[config.mk]
export PLATFORM = sky130hd
export DESIGN_NAME = mem_resp_stage_flat
export DESIGN_NICKNAME = d
export VERILOG_FILES = /design/src/rtl/mem_resp_stage_pkg.sv /design/src/rtl/mem_resp_stage_if.sv /design/src/rtl/mem_ld_extract.sv /design/src/rtl/mem_resp_stage.sv /design/src/flat_wrapper.sv
export SDC_FILE = /design/constraint.sdc
export NUM_CORES = 1
export LEC_CHECK = 0
export ABC_AREA = 1
export CORE_UTILIZATION = 47
export CTS_CLUSTER_SIZE = 30
export DETAILED_ROUTE_END_ITERATION = 10
export GPL_TIMING_DRIVEN = 1
export PLACE_DENSITY = 0.85
export SLEW_MARGIN = 15
export SYNTH_ARGS = -nofsm -noshare
export SYNTH_HDL_FRONTEND = slang
export SYNTH_HIERARCHICAL = 1
export SYNTH_SLANG_ARGS = --single-unit
[constraint.sdc]
create_clock -name clk -period 2.3 [get_ports clk]
set_clock_uncertainty 0.15 [all_clocks]
set_input_delay 0.345 -clock clk [delete_from_list [all_inputs] [get_ports clk]]
set_output_delay 0.345 -clock clk [all_outputs]
set_load 0.005 [all_outputs]
[src/rtl/mem_resp_stage_pkg.sv]
// mem_resp_stage shared definitions.
// Load opcodes, exception code width, ALE code and the MS field bundle.
package mem_resp_stage_pkg;

  localparam int EXCP_NUM_W = 16;
  localparam logic [EXCP_NUM_W-1:0] EXCP_ALE = 16'h0009;

  typedef enum logic [2:0] {
    LD_NONE = 3'b000,
    LD_B    = 3'b001,
    LD_BU   = 3'b010,
    LD_H    = 3'b011,
    LD_HU   = 3'b100,
    LD_W    = 3'b101,
    LD_WU   = 3'b110,
    LD_D    = 3'b111
  } ld_op_e;

  typedef struct packed {
    logic [31:0]           pc;
    ld_op_e                ld_op;
    logic                  req_sent;
    logic [4:0]            dest;
    logic                  gr_we;
    logic                  excp;
    logic [EXCP_NUM_W-1:0] excp_num;
  } ms_info_t;

endpackage

[src/rtl/mem_resp_stage_if.sv]
// EX/SRAM/WB facing signal bundle of the memory-response stage.
// slave is the stage's view, master the surrounding pipeline's view.
interface mem_resp_stage_if #(
  parameter int DATA_W = 32,
  parameter int OFF_W  = $clog2(DATA_W / 8)
);
  import mem_resp_stage_pkg::*;

  logic                  es_to_ms_valid;
  logic                  ms_allowin;
  logic                  es_req_fire;
  logic                  es_req_sent;
  logic [2:0]            es_ld_op;
  logic [OFF_W-1:0]      es_addr_low;
  logic [31:0]           es_pc;
  logic [DATA_W-1:0]     es_result;
  logic [4:0]            es_dest;
  logic                  es_gr_we;
  logic                  es_excp;
  logic [EXCP_NUM_W-1:0] es_excp_num;
  logic                  data_sram_data_ok;
  logic [DATA_W-1:0]     data_sram_rdata;
  logic                  ms_req_full;
  logic                  ms_ld_wait;
  logic                  ws_allowin;
  logic                  ms_to_ws_valid;
  logic [31:0]           ms_pc;
  logic [DATA_W-1:0]     ms_final_result;
  logic [4:0]            ms_dest;
  logic                  ms_gr_we;
  logic                  ms_excp;
  logic [EXCP_NUM_W-1:0] ms_excp_num;
  logic                  flush;

  modport slave (
    input  es_to_ms_valid, es_req_fire, es_req_sent,
    input  es_ld_op, es_addr_low, es_pc, es_result,
    input  es_dest, es_gr_we, es_excp, es_excp_num,
    input  data_sram_data_ok, data_sram_rdata,
    input  ws_allowin, flush,
    output ms_allowin, ms_req_full, ms_ld_wait,
    output ms_to_ws_valid, ms_pc, ms_final_result,
    output ms_dest, ms_gr_we, ms_excp, ms_excp_num
  );

  modport master (
    output es_to_ms_valid, es_req_fire, es_req_sent,
    output es_ld_op, es_addr_low, es_pc, es_result,
    output es_dest, es_gr_we, es_excp, es_excp_num,
    output data_sram_data_ok, data_sram_rdata,
    output ws_allowin, flush,
    input  ms_allowin, ms_req_full, ms_ld_wait,
    input  ms_to_ws_valid, ms_pc, ms_final_result,
    input  ms_dest, ms_gr_we, ms_excp, ms_excp_num
  );

endinterface

[src/rtl/mem_ld_extract.sv]
// Load lane select and sign/zero extension.
// Byte offset shifts the addressed lane down to bit 0.
module mem_ld_extract
  import mem_resp_stage_pkg::*;
#(
  parameter int DATA_W = 32,
  parameter int OFF_W  = $clog2(DATA_W / 8)
) (
  input  logic [DATA_W-1:0] data,
  input  ld_op_e            ld_op,
  input  logic [OFF_W-1:0]  off,
  output logic [DATA_W-1:0] res
);

  logic [DATA_W-1:0] lane;

  assign lane = data >> {off, 3'b000};

  always_comb begin
    res = lane;
    unique case (1'b1)
      ld_op == LD_B:  res = DATA_W'($signed(lane[7:0]));
      ld_op == LD_BU: res = DATA_W'(lane[7:0]);
      ld_op == LD_H:  res = DATA_W'($signed(lane[15:0]));
      ld_op == LD_HU: res = DATA_W'(lane[15:0]);
      ld_op == LD_W:  res = DATA_W'($signed(lane[31:0]));
      ld_op == LD_WU: res = DATA_W'(lane[31:0]);
      default:        res = lane;
    endcase
  end

endmodule

[src/rtl/mem_resp_stage.sv]
// MS stage: tracks data requests, waits for load data, drops cancelled responses.
// Define MS_ALE_CHECK_EN to raise ALE on misaligned h/hu/w/wu loads.
module mem_resp_stage
  import mem_resp_stage_pkg::*;
#(
  parameter int DATA_W          = 32,
  parameter int OFF_W           = $clog2(DATA_W / 8),
  parameter int MAX_OUTSTANDING = 2,
  parameter int CNT_W           = 3
) (
  input logic             clk,
  input logic             reset,
  mem_resp_stage_if.slave bus
);

  ms_info_t          info;
  logic              ms_valid;
  logic [OFF_W-1:0]  addr_low;
  logic [DATA_W-1:0] result;
  logic [DATA_W-1:0] buf_data;
  logic              buf_vld;
  logic [CNT_W-1:0]  outst_cnt;
  logic [CNT_W-1:0]  cancel_cnt;
  logic [CNT_W-1:0]  outst_next;
  logic [DATA_W-1:0] ld_data;
  logic              is_ld;
  logic              waiting;
  logic              ready_go;
  logic              handoff;
  logic              capture;
  logic              drop;
  logic              fill;
  logic              ale;

  assign is_ld    = ms_valid & (info.ld_op != LD_NONE);
  assign waiting  = is_ld & info.req_sent & ~buf_vld;
  assign ready_go = ~waiting | info.excp;
  assign handoff  = ms_valid & ready_go & bus.ws_allowin;
  assign capture  = bus.es_to_ms_valid & bus.ms_allowin
                  & ~bus.flush;
  assign drop     = bus.data_sram_data_ok & (cancel_cnt != '0);
  assign fill     = bus.data_sram_data_ok & ~drop
                  & waiting & ~bus.flush;

  assign outst_next = outst_cnt
                    + CNT_W'(bus.es_req_fire)
                    - CNT_W'(bus.data_sram_data_ok);

`ifdef MS_ALE_CHECK_EN
  always_comb begin
    ale = 1'b0;
    unique case (1'b1)
      ld_op_e'(bus.es_ld_op) == LD_H,
      ld_op_e'(bus.es_ld_op) == LD_HU:
        ale = bus.es_addr_low[0];
      ld_op_e'(bus.es_ld_op) == LD_W,
      ld_op_e'(bus.es_ld_op) == LD_WU:
        ale = |bus.es_addr_low[1:0];
      default:
        ale = 1'b0;
    endcase
  end
`else
  assign ale = 1'b0;
`endif

  always_ff @(posedge clk) begin
    if (reset) begin
      ms_valid <= 1'b0;
    end else if (bus.flush) begin
      ms_valid <= 1'b0;
    end else if (bus.ms_allowin) begin
      ms_valid <= bus.es_to_ms_valid;
    end
  end

  always_ff @(posedge clk) begin
    if (reset) begin
      info     <= '0;
      addr_low <= '0;
      result   <= '0;
    end else if (capture) begin
      info.pc       <= bus.es_pc;
      info.ld_op    <= ld_op_e'(bus.es_ld_op);
      info.req_sent <= bus.es_req_sent;
      info.dest     <= bus.es_dest;
      info.gr_we    <= bus.es_gr_we;
      info.excp     <= bus.es_excp | ale;
      info.excp_num <= (ale & ~bus.es_excp) ? EXCP_ALE
                                            : bus.es_excp_num;
      addr_low      <= bus.es_addr_low;
      result        <= bus.es_result;
    end
  end

  // Every request still outstanding after a flush belongs to a killed op.
  always_ff @(posedge clk) begin
    if (reset) begin
      outst_cnt  <= '0;
      cancel_cnt <= '0;
    end else begin
      outst_cnt <= outst_next;
      if (bus.flush) begin
        cancel_cnt <= outst_next;
      end else if (drop) begin
        cancel_cnt <= cancel_cnt - CNT_W'(1);
      end
    end
  end

  always_ff @(posedge clk) begin
    if (reset) begin
      buf_vld  <= 1'b0;
      buf_data <= '0;
    end else begin
      if (fill) begin
        buf_data <= bus.data_sram_rdata;
      end
      if (bus.flush) begin
        buf_vld <= 1'b0;
      end else if (fill) begin
        buf_vld <= 1'b1;
      end else if (handoff) begin
        buf_vld <= 1'b0;
      end
    end
  end

  mem_ld_extract #(
    .DATA_W(DATA_W),
    .OFF_W (OFF_W)
  ) u_extract (
    .data (buf_data),
    .ld_op(info.ld_op),
    .off  (addr_low),
    .res  (ld_data)
  );

  assign bus.ms_allowin      = ~reset
                             & (~ms_valid | (ready_go & bus.ws_allowin));
  assign bus.ms_to_ws_valid  = ms_valid & ready_go;
  assign bus.ms_req_full     = outst_cnt == CNT_W'(MAX_OUTSTANDING);
  assign bus.ms_ld_wait      = is_ld & ~ready_go;
  assign bus.ms_pc           = info.pc;
  assign bus.ms_final_result = (info.ld_op != LD_NONE) ? ld_data
                                                       : result;
  assign bus.ms_dest         = info.dest;
  assign bus.ms_gr_we        = info.gr_we;
  assign bus.ms_excp         = info.excp;
  assign bus.ms_excp_num     = info.excp_num;

  a_fire_full: assert property (
    @(posedge clk) disable iff (reset)
    !(bus.es_req_fire && bus.ms_req_full));

  a_orphan_rsp: assert property (
    @(posedge clk) disable iff (reset)
    !(bus.data_sram_data_ok && cancel_cnt == '0
      && !waiting && !bus.flush));

endmodule

[src/flat_wrapper.sv]
// flat-port wrapper written by rule: the top's interface ports become plain ports
module mem_resp_stage_flat import mem_resp_stage_pkg::*;
#(
  parameter int DATA_W          = 32,
  parameter int OFF_W           = $clog2(DATA_W / 8),
  parameter int MAX_OUTSTANDING = 2,
  parameter int CNT_W           = 3
)
  (clk, reset, bus_es_to_ms_valid, bus_es_req_fire, bus_es_req_sent, bus_es_ld_op, bus_es_addr_low, bus_es_pc, bus_es_result, bus_es_dest, bus_es_gr_we, bus_es_excp, bus_es_excp_num, bus_data_sram_data_ok, bus_data_sram_rdata, bus_ws_allowin, bus_flush, bus_ms_allowin, bus_ms_req_full, bus_ms_ld_wait, bus_ms_to_ws_valid, bus_ms_pc, bus_ms_final_result, bus_ms_dest, bus_ms_gr_we, bus_ms_excp, bus_ms_excp_num);
  mem_resp_stage_if #(.DATA_W(DATA_W), .OFF_W(OFF_W)) bus_i ();
  input logic clk;
  input logic reset;
  input wire logic [$bits(bus_i.es_to_ms_valid)-1:0] bus_es_to_ms_valid;
  input wire logic [$bits(bus_i.es_req_fire)-1:0] bus_es_req_fire;
  input wire logic [$bits(bus_i.es_req_sent)-1:0] bus_es_req_sent;
  input wire logic [$bits(bus_i.es_ld_op)-1:0] bus_es_ld_op;
  input wire logic [$bits(bus_i.es_addr_low)-1:0] bus_es_addr_low;
  input wire logic [$bits(bus_i.es_pc)-1:0] bus_es_pc;
  input wire logic [$bits(bus_i.es_result)-1:0] bus_es_result;
  input wire logic [$bits(bus_i.es_dest)-1:0] bus_es_dest;
  input wire logic [$bits(bus_i.es_gr_we)-1:0] bus_es_gr_we;
  input wire logic [$bits(bus_i.es_excp)-1:0] bus_es_excp;
  input wire logic [$bits(bus_i.es_excp_num)-1:0] bus_es_excp_num;
  input wire logic [$bits(bus_i.data_sram_data_ok)-1:0] bus_data_sram_data_ok;
  input wire logic [$bits(bus_i.data_sram_rdata)-1:0] bus_data_sram_rdata;
  input wire logic [$bits(bus_i.ws_allowin)-1:0] bus_ws_allowin;
  input wire logic [$bits(bus_i.flush)-1:0] bus_flush;
  output wire logic [$bits(bus_i.ms_allowin)-1:0] bus_ms_allowin;
  output wire logic [$bits(bus_i.ms_req_full)-1:0] bus_ms_req_full;
  output wire logic [$bits(bus_i.ms_ld_wait)-1:0] bus_ms_ld_wait;
  output wire logic [$bits(bus_i.ms_to_ws_valid)-1:0] bus_ms_to_ws_valid;
  output wire logic [$bits(bus_i.ms_pc)-1:0] bus_ms_pc;
  output wire logic [$bits(bus_i.ms_final_result)-1:0] bus_ms_final_result;
  output wire logic [$bits(bus_i.ms_dest)-1:0] bus_ms_dest;
  output wire logic [$bits(bus_i.ms_gr_we)-1:0] bus_ms_gr_we;
  output wire logic [$bits(bus_i.ms_excp)-1:0] bus_ms_excp;
  output wire logic [$bits(bus_i.ms_excp_num)-1:0] bus_ms_excp_num;
  assign bus_i.es_to_ms_valid = bus_es_to_ms_valid;
  assign bus_i.es_req_fire = bus_es_req_fire;
  assign bus_i.es_req_sent = bus_es_req_sent;
  assign bus_i.es_ld_op = bus_es_ld_op;
  assign bus_i.es_addr_low = bus_es_addr_low;
  assign bus_i.es_pc = bus_es_pc;
  assign bus_i.es_result = bus_es_result;
  assign bus_i.es_dest = bus_es_dest;
  assign bus_i.es_gr_we = bus_es_gr_we;
  assign bus_i.es_excp = bus_es_excp;
  assign bus_i.es_excp_num = bus_es_excp_num;
  assign bus_i.data_sram_data_ok = bus_data_sram_data_ok;
  assign bus_i.data_sram_rdata = bus_data_sram_rdata;
  assign bus_i.ws_allowin = bus_ws_allowin;
  assign bus_i.flush = bus_flush;
  assign bus_ms_allowin = bus_i.ms_allowin;
  assign bus_ms_req_full = bus_i.ms_req_full;
  assign bus_ms_ld_wait = bus_i.ms_ld_wait;
  assign bus_ms_to_ws_valid = bus_i.ms_to_ws_valid;
  assign bus_ms_pc = bus_i.ms_pc;
  assign bus_ms_final_result = bus_i.ms_final_result;
  assign bus_ms_dest = bus_i.ms_dest;
  assign bus_ms_gr_we = bus_i.ms_gr_we;
  assign bus_ms_excp = bus_i.ms_excp;
  assign bus_ms_excp_num = bus_i.ms_excp_num;
  mem_resp_stage #(.DATA_W(DATA_W), .OFF_W(OFF_W), .MAX_OUTSTANDING(MAX_OUTSTANDING), .CNT_W(CNT_W)) u_core (.clk(clk), .reset(reset), .bus(bus_i));
endmodule
==> impl_metrics.toml <==
[die]
chipWidth_um = 126
io_pins = 223
rows = 44
core-area_um2 = 14700
fp.dieArea_um2 = 15800
initial_core_util_pct = 48.9
die_h_um = 126

[synthesis]
syn_area_um2 = 7190
netlist_instances = 1121
avgSynthCellArea_um2 = 6.41
synth_edf_count = 0
async_flop_share_pct = 0
ys_seq_area_share_pct = 37.1
synth_flop_cell = "dfxtp_1"
ys_seq_elements = 133
synth_cell_types = 30
yosys_warnings = 6
synth_fp_nets = 1258

[power]
power.leakage_nw = 4.89
powerDensity_nw_per_um2 = 606
ir_drop_mv = 0.446

[global_route]
grt_pass1_wl_um = 32100
grt_use_total_pct = 25.4
grt-ovfl-total = 0
grt_max_degree = 73
antenna_found_initial = 0
grt_pass1_vias = 6824

[clocking]
cts_buffers = 17
clkTransAtPathRegs_ns = 0.06
htreeDepth = 4
cts_tree = "built"
clock-sinks = 133
clk_path_buf_depth = 2
clock_latency_ns = 0.41
root_buffer = "clkbuf_16"
cts_hold_buf = 0

[drt]
detail-route-antenna-nets = 0
drc = 14
wl_per_cell_um = 13.7
vias = 7143
wl_um = 20300
first_pass_iters = 11
drt-initial-drc-count = 571
viasPerCell = 4.82

[setup_path]
required_ns = 1.80
cp_max_fo = 6
critPathLaunchType = "register"
crit_path_end_kind = "primary output"
path_class = "reg2out"
critPathArrivalTime_ns = 1.90

[job]
maxCapViolations = 0

[min_path]
hp-class = "reg2reg"

[timing]
finalHoldViolCount = 0
fin_crit_ns = 2.40
final-setup-viol-count = 11
rsz0062_at_grt = "true"
finalSetupTns_ns = -0.487
worst_pin_slew_ns = 0.607
slew_headroom_pct = 59.5
setup_ws_ns = -0.0958
drv_slew = 0
finalCritPeriodShare_pct = 104
fmaxAchievable_mhz = 417

[final_layout]
nets = 1423
layout-drive-gt1-share_pct = 14.3
post-route-util_pct = 68.7
area_delta_synth_final_pct = 40.6
insertedDiodeCount = 0

[placement]
io_buffers = 222
dp_hpwl_um = 13400
gp_congestion = 0.886

[outcome]
status = "finished, violations left"
violations = "design-rule violations, negative setup slack"
==> synth_stat cells, types with 2 or more instances <==
cell,count,area share (%)
nand2_1,312,16
nor2_1,216,11
inv_1,157,8.2
dfxtp_1,133,37
o21ai_0,67,4.7
buf_4,61,6.4
a21oi_1,46,3.2
nand3_1,26,1.8
clkbuf_1,24,1.3
buf_6,18,2.8
nand3_2,18,2.5
buf_2,8,0.56
a22oi_1,7,0.73
ha_1,4,0.70
nand2_2,4,0.35
buf_1,3,0.16
inv_2,3,0.16
nor3_2,2,0.28
==> what timing repair did <==
action,in CTS,in global routing
cloned,5,1
setup endpoints to repair,35,34
pin swaps,9,17
setup buffers,9,3
gates resized for setup,152,73
==> final timing paths <==
| kind | from | end | slack (ns) | cells after the start |
|---|---|---|---|---|
| min reg2reg | u_core/buf_data[3]$_SDFFE_PP0P_ | u_core/buf_data[3]$_SDFFE_PP0P_ | 0.31 | 2 |
| min | u_core/buf_data[3]$_SDFFE_PP0P_ | u_core/buf_data[3]$_SDFFE_PP0P_ | 0.31 | 2 |
| max reg2reg | u_core/info[26]$_SDFFE_PP0P_ | u_core/bus.ms_pc[21]$_SDFFE_PP0P_ | 0.27 | 12 |
| max | u_core/info[25]$_SDFFE_PP0P_ | bus_ms_final_result[25] | -0.1 | 8 |
==> where the power goes <==
part	internal, W	switching [W]	leakage, nW
sequential	0.00242	0.0000576	1.09
clock	0.00153	0.000970	0.269
combinational	0.000596	0.000550	3.53
total	0.00454	0.00158	4.89
==> placed cells by master (no fill, tap or decap), types with 5 or more instances in the layout <==
master / count
nand2_1: 289
nor2_1: 211
clkdlybuf4s50_1: 188
inv_1: 154
dfxtp_1: 126
o21ai_0: 50
a21oi_1: 45
buf_2: 25
nand3_2: 23
nand2_2: 23
nand3_1: 20
clkbuf_16: 18
buf_12: 13
o21ai_1: 11
buf_4: 9
buf_6: 8
o21ai_2: 7
clkinv_2: 6
nand2_4: 6
dfxtp_4: 5
==> registers in the layout, indices dropped and copies added (netlist names) <==
name / flops
u_core/info: 4
u_core/bus.ms_gr_we: 1
u_core/ms_valid: 1
u_core/bus.ms_dest: 5
u_core/bus.ms_pc: 32
u_core/result: 32
u_core/bus.ms_excp_num: 16
u_core/outst_cnt: 3
u_core/buf_data: 32
u_core/bus.ms_excp: 1
u_core/buf_vld: 1
u_core/cancel_cnt: 3
u_core/addr_low: 2
==> cells by family (layout without fill, tap and decap cells) <==
group | Yosys count | after routing | synth area share [%]
AND/OR/NAND/NOR | 585 | 586 | 33.4
buffers and inverters | 275 | 451 | 19.6
flip-flops | 133 | 133 | 37.1
AO/OA/AOI/OAI | 122 | 122 | 8.79
adder cells (fa/ha/maj) | 5 | 5 | 0.975
XOR/XNOR | 1 | 1 | 0.122
==> metal layers <==
metal | vias to the layer above | part of all wire, % | GRT usage (%)
li1 | 3637 | - | -
met1 | 3149 | 39 | 29.1
met2 | 299 | 49 | 42.8
met3 | 58 | 9.4 | 9.05
met4 | 0 | 3.0 | 10.5
met5 | - | 0 | 0
==> critical path, cell delays in order (launching register included) <==
cell	delay, ns
dfxtp_4	0.36
buf_6	0.12
nor3_4	0.20
nand3_4	0.17
buf_4	0.20
nand3_2	0.07
nand2_1	0.05
o21ai_0	0.08
clkdlybuf4s15_2	0.24
==> area by class of cell <==
class                           instances  area, um2
Fill cell                            1210       4600
Clock buffer                           22        464
Timing Repair Buffer                  259       2680
Sequential cell                       133       2680
Inverter                              161        618
Clock inverter                          9       80.1
Multi-Input combinational cell        714       3350
Tap cell                              184        230
==> metrics by stage <==
stage          instances  total power, W  hold slack [ns]  setup slack [ns]  area (um2)
2_1_floorplan       1121         0.00310            0.262             0.526        7190
3_3_place_gp        1434         0.00355            0.290            0.0281        9140
3_5_place_dp        1434         0.00357            0.291           -0.0153        9140
4_1_cts             1478         0.00610            0.304           -0.0995        9860
5_1_grt             1482         0.00642            0.318            -0.188       10100
6_report            1482         0.00612            0.306           -0.0958       10100
Power figures use the tool's default switching activity.
